File: config.mk
export PLATFORM = sky130hd
export DESIGN_NAME = armleocpu_csr_sequencer
export DESIGN_NICKNAME = d
export VERILOG_FILES = /design/src/rtl/armleocpu_csr_sequencer.sv
export SDC_FILE = /design/constraint.sdc
export NUM_CORES = 1
export LEC_CHECK = 0
export CORE_MARGIN = 10
export CORE_UTILIZATION = 40
export CTS_CLUSTER_DIAMETER = 30
export CTS_CLUSTER_SIZE = 40
export DETAILED_ROUTE_END_ITERATION = 16
export PLACE_DENSITY = 0.8
export SLEW_MARGIN = 5
export SYNTH_ARGS = -nofsm -noshare
export SYNTH_HDL_FRONTEND = slang
export SYNTH_SLANG_ARGS = --single-unit
File: constraint.sdc
create_clock -name clk -period 2.81 [get_ports clk]
set_input_delay 0.7025 -clock clk [delete_from_list [all_inputs] [get_ports clk]]
set_output_delay 0.7025 -clock clk [all_outputs]
set_load 0.01 [all_outputs]
File: src/rtl/armleocpu_csr_sequencer.sv
// Sequences one CSR instruction into CSR-unit accesses: a single read/write,
// or a read followed by a modify-write for set/clear forms, then a one-cycle response.
`ifndef ARMLEOCPU_CSR_CMD_WIDTH
`define ARMLEOCPU_CSR_CMD_WIDTH 4
`endif

module armleocpu_csr_sequencer (
    input  logic                                clk,
    input  logic                                rst_n,
    input  logic                                req_valid,
    output logic                                req_ready,
    input  logic [2:0]                          req_funct3,
    input  logic [11:0]                         req_csr_address,
    input  logic [4:0]                          req_rs1,
    input  logic [4:0]                          req_rd,
    input  logic [31:0]                         req_rs1_value,
    output logic [`ARMLEOCPU_CSR_CMD_WIDTH-1:0] csr_cmd,
    output logic [11:0]                         csr_address,
    output logic [31:0]                         csr_writedata,
    input  logic [31:0]                         csr_readdata,
    input  logic                                csr_invalid,
    output logic                                done,
    output logic                                illegal,
    output logic                                rd_write,
    output logic [4:0]                          rd_index,
    output logic [31:0]                         rd_data
);

    localparam logic [`ARMLEOCPU_CSR_CMD_WIDTH-1:0] CMD_NONE       = `ARMLEOCPU_CSR_CMD_WIDTH'(0);
    localparam logic [`ARMLEOCPU_CSR_CMD_WIDTH-1:0] CMD_READ       = `ARMLEOCPU_CSR_CMD_WIDTH'(1);
    localparam logic [`ARMLEOCPU_CSR_CMD_WIDTH-1:0] CMD_WRITE      = `ARMLEOCPU_CSR_CMD_WIDTH'(2);
    localparam logic [`ARMLEOCPU_CSR_CMD_WIDTH-1:0] CMD_READ_WRITE = `ARMLEOCPU_CSR_CMD_WIDTH'(3);

    typedef enum logic [1:0] {
        S_IDLE,
        S_ACCESS,
        S_MODIFY,
        S_RESP
    } state_t;

    state_t      r_state;
    state_t      w_next_state;

    logic [2:0]  r_funct3;
    logic [11:0] r_address;
    logic [4:0]  r_rs1;
    logic [4:0]  r_rd;
    logic [31:0] r_rs1_value;
    logic [31:0] r_old;
    logic        r_illegal;
    logic [4:0]  r_rd_index;
    logic [31:0] r_rd_data;

    logic [31:0] w_operand;
    logic        w_is_rw;
    logic        w_is_set;
    logic        w_modify;
    logic        w_reads;

    assign w_operand = r_funct3[2] ? {27'b0, r_rs1} : r_rs1_value;
    assign w_is_rw   = (r_funct3[1:0] == 2'b01);
    assign w_is_set  = (r_funct3[1:0] == 2'b10);
    // Set/clear with rs1 (or uimm) zero is a pure read: no write-back phase.
    assign w_modify  = !w_is_rw && (r_rs1 != 5'd0);
    assign w_reads   = !(w_is_rw && (r_rd == 5'd0));

    always_ff @(posedge clk or negedge rst_n) begin
        if (!rst_n) begin
            r_state <= S_IDLE;
        end else begin
            r_state <= w_next_state;
        end
    end

    always_comb begin
        w_next_state  = r_state;
        csr_cmd       = CMD_NONE;
        csr_writedata = '0;
        case (r_state)
            S_IDLE: begin
                if (req_valid) begin
                    w_next_state = (req_funct3[1:0] == 2'b00) ? S_RESP : S_ACCESS;
                end
            end
            S_ACCESS: begin
                if (w_is_rw) begin
                    csr_cmd       = (r_rd == 5'd0) ? CMD_WRITE : CMD_READ_WRITE;
                    csr_writedata = w_operand;
                end else begin
                    csr_cmd = CMD_READ;
                end
                w_next_state = (!csr_invalid && w_modify) ? S_MODIFY : S_RESP;
            end
            S_MODIFY: begin
                csr_cmd       = CMD_WRITE;
                csr_writedata = w_is_set ? (r_old | w_operand) : (r_old & ~w_operand);
                w_next_state  = S_RESP;
            end
            S_RESP: begin
                w_next_state = S_IDLE;
            end
            default: begin
                w_next_state = S_IDLE;
            end
        endcase
    end

    always_ff @(posedge clk or negedge rst_n) begin
        if (!rst_n) begin
            r_funct3    <= '0;
            r_address   <= '0;
            r_rs1       <= '0;
            r_rd        <= '0;
            r_rs1_value <= '0;
            r_old       <= '0;
            r_illegal   <= 1'b0;
            r_rd_index  <= '0;
            r_rd_data   <= '0;
        end else begin
            case (r_state)
                S_IDLE: begin
                    if (req_valid) begin
                        r_funct3    <= req_funct3;
                        r_address   <= req_csr_address;
                        r_rs1       <= req_rs1;
                        r_rd        <= req_rd;
                        r_rs1_value <= req_rs1_value;
                        r_old       <= '0;
                        r_illegal   <= (req_funct3[1:0] == 2'b00);
                        if (req_funct3[1:0] == 2'b00) begin
                            r_rd_index <= req_rd;
                            r_rd_data  <= '0;
                        end
                    end
                end
                S_ACCESS: begin
                    r_old <= csr_readdata;
                    if (csr_invalid) begin
                        r_illegal <= 1'b1;
                    end
                    // Response registers load on the edge that enters RESP so they hold afterwards.
                    if (w_next_state == S_RESP) begin
                        r_rd_index <= r_rd;
                        r_rd_data  <= w_reads ? csr_readdata : '0;
                    end
                end
                S_MODIFY: begin
                    if (csr_invalid) begin
                        r_illegal <= 1'b1;
                    end
                    r_rd_index <= r_rd;
                    r_rd_data  <= r_old;
                end
                default: begin
                end
            endcase
        end
    end

    assign req_ready   = (r_state == S_IDLE);
    assign csr_address = r_address;
    assign done        = (r_state == S_RESP);
    assign illegal     = done && r_illegal;
    assign rd_write    = done && !r_illegal && (r_rd != 5'd0);
    assign rd_index    = r_rd_index;
    assign rd_data     = r_rd_data;

endmodule

==> results.md <==
- DRC: 0
- Via density: approximately 5.7
- VDD IR max: approximately 0.75 mV
- Startpoint types: flop
- Fin util: 61.7%
- Routability Congestion: around 0.84
- Cell taking the most area after synthesis: dfrtp_1
- Lkg Pwr: 3.67 nW
- CP cell instances: buf_4, inv_2, ha_4, bufbuf_16, a22oi_1, a211oi_1, buf_2
- Sequential area share after synthesis: 55.6%
- PD cells: 1310 nW/um2
- Normalized max-slew margin: 25.6%
- Die width: 140 um
- Psw: 4.25 mW
- Post-synthesis mux area share: 14.0%
- Crit path required time: roughly 2.1 ns
- Total power draw: 11.3 mW
- Initial Util: between 40% and 50%
- Die area: 19700 um2
- WL final: 18500 um
- Worst-path maximum fanout: 15
- Final worst slack: about 0.047 ns
- Initial drt markers: 283
- Critical path's top delay family: buffers and inverters
- Synthesized-area fraction occupied by adder cells: 0.862%
- Synth Area in Simple Gates: 3.56%
- # hold bufs at CTS: 0
- Std-Cell Core Area: 14000 um2
- XOR/XNOR share of the synthesized area: 0%
- YS warnings: 0
- WS Path Type: flop to primary output
- DRT antenna net count: 0
- CTS tree: built
- Part of the power in registers: between 30% and 40%
- Register bit total from synthesis: 129
- Final min period: around 2.8 ns
- Root Driver: clkbuf_16
- Synth Area in Compound Gates: approximately 23%
- DR WL/cell: 22.0 um
- Clk Latency, worst-skew pair: 0.40 ns
- Global-route wire length before repair: 28800 um
- Post-detail-place hpwl: 13000 um
- Cell internal pwr: between 7 and 8 mW
- Total GRT Usage: 18.2%
- Grt ovf: 0
- Area share of the largest cell type after synthesis: 55.6%
- Syn_area_per_cell: between 10 and 15 um2
- Switching Share: 37.5%
- Critical path buffers and inverters: 4
- Via count: between 4000 and 5000
- Final setup fails: 0
- Unrepaired setup endpoints after global routing: true
- Cell area after synthesis: between 5000 and 6000 um2
- Main combinational cell family by area after synthesis: compound AO/OA/AOI/OAI gates
- Fin crit share: 98.3%
- IO Count: 182
- Final max-slew violation count: 0
- CTS buffer count: 17
- Post-Syn Instances: roughly 460
- Largest net degree at the start of global routing: 69
- Arr. time, crit path: 2.06 ns
- Final hold viol count: 0
- Setup TNS: 0 ns
- Vias in the first global route: around 5300
- Area growth syn-to-layout: 49.2%
- CP max-delay cell: dfrtp_1
- Combinational Power Share: around 50%
- H-tree Lvls: 4
- Antenna Cells: 0
- Clock power frac: approximately 20%
- Yosys cell types: 34
- Max Freq: 362 MHz
- Min-delay worst type: primary input to async pin
- Slew @ Worst Pin: approximately 1.1 ns
- DR pass1 iterations: 4
- CTS Buffer Depth: 2
- Layout cells sized above 1: 28.5%
- Critical Path Max Stage Delay: 0.39 ns
- Layout Skew: 0.00680 ns
- Initial antenna violation count: 0
- Nets: 747
- Status: complete, no violations
- Chip Height: approximately 140 um
- CTS sink cnt: ~130
- Hold Slack: 0.216 ns
- # rows: 43
- Max-cap violations: 0
- Clock transition at the registers of the reported paths: ~0.06 ns
- Worst slack at placement: -0.451 ns
- IO Port Bufs: 179
- Top cells by area, synth: dfrtp_1 56%, mux2_2 13%, a22oi_1 7.0%
- Crit end category: primary output
[synthesized netlist by cell type, drive strengths merged]
cell type,count
a31o,1
a221oi,1
nor3,3
a22o,32
clkbuf,30
a211oi,33
buf,10
nor2,6
or4,1
conb,1
nand2,9
mux2i,6
clkinv,1
a21boi,6
ha,4
inv,5
mux2,67
o2bb2ai,32
a21oi,4
and2,4
o22ai,1
o21ai,1
or3b,2
nor2b,7
nor3b,2
dfrtp,129
nand3,1
nand2b,3
a22oi,54
[repair_timing]
item                                    4_1_cts  5_1_grt
cloned                                        1        2
setup buffers                                 3        1
resized for setup                            95       61
pin swaps                                     3        5
endpoints found under the setup margin       36       33
[power by group through the flow]
stage	Clock, mW	Combinational [mW]	Sequential (mW)
after detailed placement	0	5.45	3.40
after floorplan	0	2.85	3.39
after CTS	2.25	5.62	3.40
after global placement	0	5.31	3.34
after global routing	2.35	6.12	3.52
final	2.21	5.68	3.43
[cells in the final DEF (no fill, tap or decap), types with 14 or more instances in the layout]
cell,count
clkbuf_2,16
mux2_2,67
a211oi_1,22
clkdlybuf4s50_1,143
o2bb2ai_1,32
clkbuf_16,19
dfrtp_1,129
buf_2,14
a22oi_1,54
buf_4,25
a22o_1,32
[sequential cells by signal (all words and copies together) (netlist names)]
| signal | cells |
|---|---|
| r_funct3 | 3 |
| r_old | 32 |
| rd_index | 5 |
| r_rd | 5 |
| csr_address | 12 |
| r_rs1 | 5 |
| rd_data | 32 |
| r_state | 2 |
| r_illegal | 1 |
| r_rs1_value | 32 |
[cell type report]
class,instances,area [um2]
fill,1109,5380
sequential,129,3230
multi-input combinational,282,2550
timing repair buffer,214,2040
clock buffer,22,464
tap,180,225
clock inverter,10,134
inverter,6,22.5
[final timing paths]
path	from	to	slack, ns	cells past startpoint
worst max-delay path	r_state[0]	csr_writedata[10]	0.05	7
worst min-delay path	rst_n	r_old[23]	0.22	1
worst max register to register	r_state[0]	rd_index[0]	0.14	11
worst min register to register	rd_data[16]	rd_data[16]	0.49	1
max in group asynchronous	rst_n	r_old[31]	1.81	2
min in group clk	rd_data[16]	rd_data[16]	0.49	1
[worst register-to-register path, cell delays in order, from the launching register on]
cell	delay, ns
dfrtp_1	0.36
buf_4	0.14
inv_2	0.05
ha_4	0.21
buf_4	0.16
clkbuf_16	0.16
buf_4	0.15
or3b_2	0.45
nor3_1	0.19
a221oi_2	0.11
nand2_2	0.21
mux2_2	0.37
[kinds of logic after synthesis]
group,count (synthesis)
DFF,129
AOI/OAI and AO/OA,165
buffers and inverters,46
other,1
and+or+nand+nor,38
adders and majority gates,4
muxes,73
[per-layer routing]
metal / routed length (um) / vias up / part of all wire, % / GRT usage [%]
met5: 0 / - / 0 / 0
met4: 315 / 0 / 1.7 / 6.74
met3: 1300 / 24 / 7.0 / 6.05
met2: 9430 / 177 / 51 / 30.9
met1: 7510 / 2436 / 40 / 20.7
li1: - / 2147 / - / -
[through the flow]
step / std cells / instance area (um2)
2_1_floorplan: 457 / 5810
5_1_grt: 843 / 8660
3_3_place_gp: 804 / 7980
6_report: 843 / 8660
4_1_cts: 840 / 8700
3_5_place_dp: 804 / 7980
No activity file was read; power rests on OpenSTA's default activity.
